**config.mk**
```make
export PLATFORM = sky130hd
export DESIGN_NAME = usb_fs_in_rr_arb
export DESIGN_NICKNAME = d
export VERILOG_FILES = /design/src/rtl/usb_fs_in_rr_arb.sv
export SDC_FILE = /design/constraint.sdc
export NUM_CORES = 1
export LEC_CHECK = 0
export ABC_AREA = 1
export BUFFER_PORTS_ARGS = -buffer_cell sky130_fd_sc_hd__buf_2
export CAP_MARGIN = 25
export CELL_PAD_IN_SITES_DETAIL_PLACEMENT = 0
export CELL_PAD_IN_SITES_GLOBAL_PLACEMENT = 2
export CORE_MARGIN = 4
export CORE_UTILIZATION = 13
export CTS_CLUSTER_DIAMETER = 50
export DETAILED_ROUTE_END_ITERATION = 10
export GPL_TIMING_DRIVEN = 0
export PLACE_DENSITY = 0.76
export SETUP_SLACK_MARGIN = 0.2
export SLEW_MARGIN = 5
export SYNTH_ARGS = -nofsm -noshare
export SYNTH_HDL_FRONTEND = slang
export SYNTH_SLANG_ARGS = --single-unit
```
**constraint.sdc**
```tcl
create_clock -name clk -period 1.1 [get_ports clk]
set_input_delay 0.11 -clock clk [delete_from_list [all_inputs] [get_ports clk]]
set_output_delay 0.11 -clock clk [all_outputs]
set_load 0.02 [all_outputs]
```
**src/rtl/usb_fs_in_rr_arb.sv**
```systemverilog
// Round-robin arbiter sharing the IN protocol engine data path among IN endpoints.
// A grant is locked for one whole request, rotates on release and can be forced off by a hold timeout.
module usb_fs_in_rr_arb #(
    parameter int NUM_IN_EPS   = 1,
    parameter int GAP_CYCLES   = 1,
    parameter int HOLD_TIMEOUT = 0,
    localparam int IDX_W       = (NUM_IN_EPS > 1) ? $clog2(NUM_IN_EPS) : 1
) (
    input  logic                    clk,
    input  logic                    reset,
    input  logic [NUM_IN_EPS-1:0]   in_ep_req,
    input  logic [NUM_IN_EPS*8-1:0] in_ep_data,
    output logic [NUM_IN_EPS-1:0]   in_ep_grant,
    output logic [7:0]              arb_in_ep_data,
    output logic                    arb_busy,
    output logic [IDX_W-1:0]        arb_grant_idx,
    output logic                    timeout_evt
);

    localparam int CNT_W = (HOLD_TIMEOUT > 0) ? $clog2(HOLD_TIMEOUT + 1) : 1;
    localparam int GAP_W = (GAP_CYCLES > 0) ? $clog2(GAP_CYCLES + 1) : 1;
    localparam logic [IDX_W-1:0] LAST_RST = IDX_W'(NUM_IN_EPS - 1);

    typedef enum logic [1:0] {
        IDLE,
        GRANT,
        GAP
    } state_t;

    state_t           state;
    logic [IDX_W-1:0] last_idx;
    logic [CNT_W-1:0] hold_cnt;
    logic [GAP_W-1:0] gap_cnt;

    logic [IDX_W-1:0] win_idx;
    logic             win_found;
    logic             gnt_req;
    logic             other_req;
    logic             to_hit;

    // Scan starts just after the last winner, so the released endpoint ranks lowest.
    always_comb begin
        win_idx   = last_idx;
        win_found = 1'b0;
        for (int unsigned k = 1; k <= NUM_IN_EPS; k++) begin
            logic [IDX_W-1:0] cand;
            cand = IDX_W'((32'(last_idx) + k) % NUM_IN_EPS);
            if (!win_found && in_ep_req[cand]) begin
                win_found = 1'b1;
                win_idx   = cand;
            end
        end
    end

    always_comb begin
        gnt_req   = |(in_ep_req & in_ep_grant);
        other_req = |(in_ep_req & ~in_ep_grant);
        to_hit    = (HOLD_TIMEOUT > 0) && (32'(hold_cnt) + 1 == HOLD_TIMEOUT) && other_req;
    end

    always_ff @(posedge clk) begin
        if (reset) begin
            state       <= IDLE;
            in_ep_grant <= '0;
            last_idx    <= LAST_RST;
            hold_cnt    <= '0;
            gap_cnt     <= '0;
            timeout_evt <= 1'b0;
        end else begin
            timeout_evt <= 1'b0;
            case (state)
                IDLE: begin
                    if (win_found) begin
                        in_ep_grant <= NUM_IN_EPS'(1) << win_idx;
                        last_idx    <= win_idx;
                        hold_cnt    <= '0;
                        state       <= GRANT;
                    end
                end
                GRANT: begin
                    // A request drop wins over a coincident timeout: plain release, no event.
                    if (!gnt_req) begin
                        in_ep_grant <= '0;
                        gap_cnt     <= '0;
                        state       <= (GAP_CYCLES > 0) ? GAP : IDLE;
                    end else if (to_hit) begin
                        in_ep_grant <= '0;
                        gap_cnt     <= '0;
                        timeout_evt <= 1'b1;
                        state       <= (GAP_CYCLES > 0) ? GAP : IDLE;
                    end else if (32'(hold_cnt) < HOLD_TIMEOUT) begin
                        hold_cnt <= hold_cnt + CNT_W'(1);
                    end
                end
                GAP: begin
                    if (32'(gap_cnt) + 1 >= GAP_CYCLES) begin
                        state <= IDLE;
                    end else begin
                        gap_cnt <= gap_cnt + GAP_W'(1);
                    end
                end
                default: state <= IDLE;
            endcase
        end
    end

    always_comb begin
        arb_in_ep_data = '0;
        for (int unsigned i = 0; i < NUM_IN_EPS; i++) begin
            if (in_ep_grant[i]) begin
                arb_in_ep_data = arb_in_ep_data | in_ep_data[8*i +: 8];
            end
        end
    end

    assign arb_busy      = (state != IDLE);
    assign arb_grant_idx = last_idx;

endmodule

```
# [After elaboration in Yosys (flattened, before gate mapping)]
# Cells that the tools add are included.
[classes] eq_ne=6 bitwise_logic=1 shift=1 mux=12 n_lt_le_gt_ge=1 addsub=2 n_reduce_logical=8
[op_table] operator="AND reduction 3 bit" n=3
[op_table] operator="2-to-1 mux 8 bit" n=1
[op_table] operator="!= test 2 bit, second input constant" n=4
[op_table] operator="2-to-1 mux 2 bit" n=3
[op_table] operator="case mux 2 bit (3 select lines)" n=1
[op_table] operator="nonzero test 2 bit" n=3
[op_table] operator="2-to-1 mux 1 bit" n=5
[op_table] operator="case mux 1 bit (2 select lines)" n=2
[op_table] operator="adder 1 x 1 -> 2 bit, second input constant" n=1
[op_table] operator="equality test 2 x 1 -> 1 bit, second input constant" n=1
[op_table] operator="equality test 2 bit, second input constant" n=1
[op_table] operator="greater-or-equal comparator 2 x 1 -> 1 bit, second input constant" n=1
[op_table] operator="zero test 2 bit" n=1
[op_table] operator="AND reduction 2 bit" n=1
[op_table] operator="adder 1 bit, second input constant" n=1
[op_table] operator="AND 1 bit" n=1
[op_table] operator="left shift 1 x 1 -> 1 bit, first input constant" n=1
[word_totals] out_inout_bits=12 register_bits=5

# [Depth between registers and ports, before layout]
[depth] ltp_word=4 ltp_mapped=5 mapped_depth_nobuf=5

# [Least setup slack after synthesis]
# OpenSTA, ideal clock, no wires.
[synth_path] path_kind="flip-flop to output port" startpoint="reg in_ep_grant" endpoint="out arb_in_ep_data[0]" path_stages_with_launch=4 t_arrival_ns=0.815 path_slack_ns=0.175 n_path_buf=1 required_ns=0.990 cell_sequence="dfxtp_1 buf_4 nand2_1 inv_1"
[synth_between] elab_chain_len=1
[synth_lines] element="start: declaration" line="13" source="output logic [NUM_IN_EPS-1:0] in_ep_grant,"
[synth_lines] element="start signal: assignment" line="74" source="in_ep_grant <= NUM_IN_EPS'(1) << win_idx;"
[synth_lines] element="2-to-1 mux 8 bit" line="110" source="if (in_ep_grant[i]) begin"
[synth_lines] element="end: declaration" line="14" source="output logic [7:0] arb_in_ep_data,"
# No other way between the ends.

# [Worst setup path in the final report]
[layout_path] startpoint="reg in_ep_grant" endpoint="out arb_in_ep_data[4]"
# Same word-level chain as after synthesis.

==> run_results.csv <==
group,metric,value,unit
synth,ys_top_cells_by_area,"dfxtp_1 (34%), inv_1 (21%), nand2_1 (19%)",
synth,synth_most_common_cell,"inv_1",
setup_path,critical_path.most_common_cell,"buf_6",
flow_run,maxCapViolCount,0,
detailed_routing,drt-met1-wl,294,um
setup_path,worstPathRequired,0.99,ns
timing,setup_viol,0,
die,die-height,50.3,um
power_and_ir_drop,p_total,595,uW
cells_and_area,syn_to_final_growth,137,%
clocking,cts_tree,"built",
clocking,cts_sinks,4,
setup_path,end_kind,"output pin",
timing,grt_setup_unrepaired,"true",
synth,synth.top_cell.area_share,34.4,%
synth,syn-num-nets,52,
status,status,"complete, no violations",
synth,synthCells,41,
power_and_ir_drop,power_density,1080,mW/mm^2
die,die_x,50.3,um
detailed_routing,wl,792,um
setup_path,critical-path-top-delay-family,"flip-flops",
place,portBuffers,21,
power_and_ir_drop,vdd_drop_max,0.000379,V
global_route,antenna_found_initial,0,
place,dpl.hpwl,539,um
global_route,first_global_vias,320,
synth,ys_seq_area_share,34.4,%
detailed_routing,routed.top_layer,"met4",
clocking,cts_max_level,1,
synth,yosys-top-cells-count,"inv_1 (13), nand2_1 (12), dfxtp_1 (4), nor2_1 (4), nand3_1 (3)",
setup_path,crit_path_start_kind,"register",
timing,slew_violations,0,
place,placed_cells,87,
setup_path,slowest_stage,"dfxtp_4",
synth,synth_cell_types,8,
setup_path,critPathMaxFanout,5,
timing,skew,0.00280,ns
setup_path,worst-setup-path-type,"reg2out",
synth,yosysTopAreaCell,"dfxtp_1",
synth,ys_warn_count,0,
die,core,0.00171,mm^2
clocking,insertion_delay,0.24,ns
cells_and_area,drive_above_1_share,77.5,%
detailed_routing,drt_iter0_markers,1,
clocking,root_buffer,"clkbuf_4",
synth,netlist_area,233,um^2
detailed_routing,via_per_inst,3.49,
global_route,grt_overflow_total,0,
power_and_ir_drop,p_leak,0.322,nW
synth,syn_avg_cell_area,5.68,um^2
detailed_routing,vias,335,
timing,setup_tns,0,ns
clocking,clkTransAtPathRegs,0.04,ns
clocking,cts_buffers,3,
timing,period_share,93.0,%
setup_path,slowest_delay,0.34,ns
global_route,grt_pass1_wl,1160,um
cells_and_area,diodes,0,
die,initial_core_util,13.6,%
place,placed_area,370,um^2
hold_path,hold_path_class,"in2reg",
place,gp_congestion,0.628,
setup_path,cp_num_buf_inv,3,
global_route,grt_usage,6.34,%
setup_path,worstPathArrival,0.91,ns
die,dieArea,0.00253,mm^2
timing,fmaxAchievable,977,MHz
timing,min_period,1.02,ns
synth,synth_edf_count,0,
setup_path,crit_chain,"buf_6 > nand2_2 > inv_2 > buf_6",
global_route,grt_max_degree,6,
cells_and_area,fin_nets,84,
detailed_routing,ant_nets,0,
detailed_routing,dr.pass1.iters,2,
detailed_routing,wire_per_inst,8.25,um
synth,ys_async_sr_fraction,0,%
clocking,hold_buffers,0,
cells_and_area,layout.cells.non_filler,96,
detailed_routing,drc_errors,0,
synth,ys_ff_latch,4,
synth,ys.flop_type,"dfxtp_1",
timing,hold_viol,0,
cells_and_area,design_area,551,um^2
detailed_routing,routed-wl-met3,110,um
detailed_routing,wl_met2,367,um
clocking,cts_buffer_depth,2,
die,row_count,15,
die,pin_count,23,
==> metal layers <==
metal  vias to the layer above  track usage, %
met5                         -               0
met4                         0            6.73
met3                         2            2.97
met2                        20            10.2
met1                       139            5.52
li1                        174               -
==> flip-flops by register name, summed over array words and instances, names as in the netlist <==
name / flops
in_ep_grant: 1
arb_grant_idx: 1
state: 2
==> cell families after synthesis <==
group                  share of synthesized area, %
other                                          1.61
DFF                                            34.4
AOI/OAI and AO/OA                              4.30
and+or+nand+nor                                32.3
buffers and inverters                          27.4
==> where the power goes <==
| part | internal [mW] | total, mW | switching [mW] | leakage, nW |
|---|---|---|---|---|
| Sequential | 0.156 | 0.166 | 0.00953 | 0.0342 |
| Clock | 0.122 | 0.184 | 0.0616 | 0.0138 |
| Combinational | 0.124 | 0.246 | 0.122 | 0.274 |
| Total | 0.402 | 0.595 | 0.193 | 0.322 |
==> worst reg2reg max path, delay by kind of cell, from the launching register on <==
kind | cells | cell delay (ns)
simple gates | 2 | 0.13
flops | 1 | 0.34
buf+inv | 4 | 0.33
==> path summary, 6_finish.rpt <==
check | start | to | slack [ns] | depth (start not counted)
setup / recovery | in_ep_grant | arb_in_ep_data[4] | 0.08 | 4
setup reg to reg | in_ep_grant | in_ep_grant | 0.19 | 6
hold reg to reg | arb_grant_idx | arb_grant_idx | 0.44 | 2
hold / removal | reset | state[0] | 0.07 | 2
==> area by class of cell <==
| cell class | instances | area (um^2) |
|---|---|---|
| Buffer | 2 | 18.8 |
| Fill cell | 193 | 1160 |
| Inverter | 13 | 48.8 |
| Multi-Input combinational cell | 22 | 129 |
| Sequential cell | 4 | 86.3 |
| Tap cell | 25 | 31.3 |
| Clock buffer | 3 | 22.5 |
| Timing Repair Buffer | 27 | 214 |
==> repair_timing <==
item                                    in CTS  in global routing
cloned                                       1                  0
setup buffers                                2                  3
pin swaps                                    1                  3
endpoints found under the setup margin       9                 11
resized for setup                           35                 12
endpoints found under the hold margin        0                  0
==> stage by stage <==
step                utilization (%)  hold slack, ns  setup slack, ns
finish                         32.2          0.0735           0.0766
global route                   32.2          0.0891           0.0406
CTS                            29.3          0.0679           0.0613
detailed placement             21.7           0.326            0.252
global placement               21.7           0.322            0.257
floorplan                         -           0.179            0.263
==> layout by cell type, fill, tap and decap left out, types with 2 or more instances in the layout <==
cell type	Yosys	final
a21oi_1	2	2
buf_2	0	12
buf_4	2	5
buf_6	0	12
clkbuf_4	0	3
dfxtp_2	0	2
inv_1	13	3
inv_2	0	10
nand2_1	12	4
nand2_2	0	7
nand3_1	3	3
nor2_1	4	2
nor2_4	0	2
(Power assumes the default switching activity.)
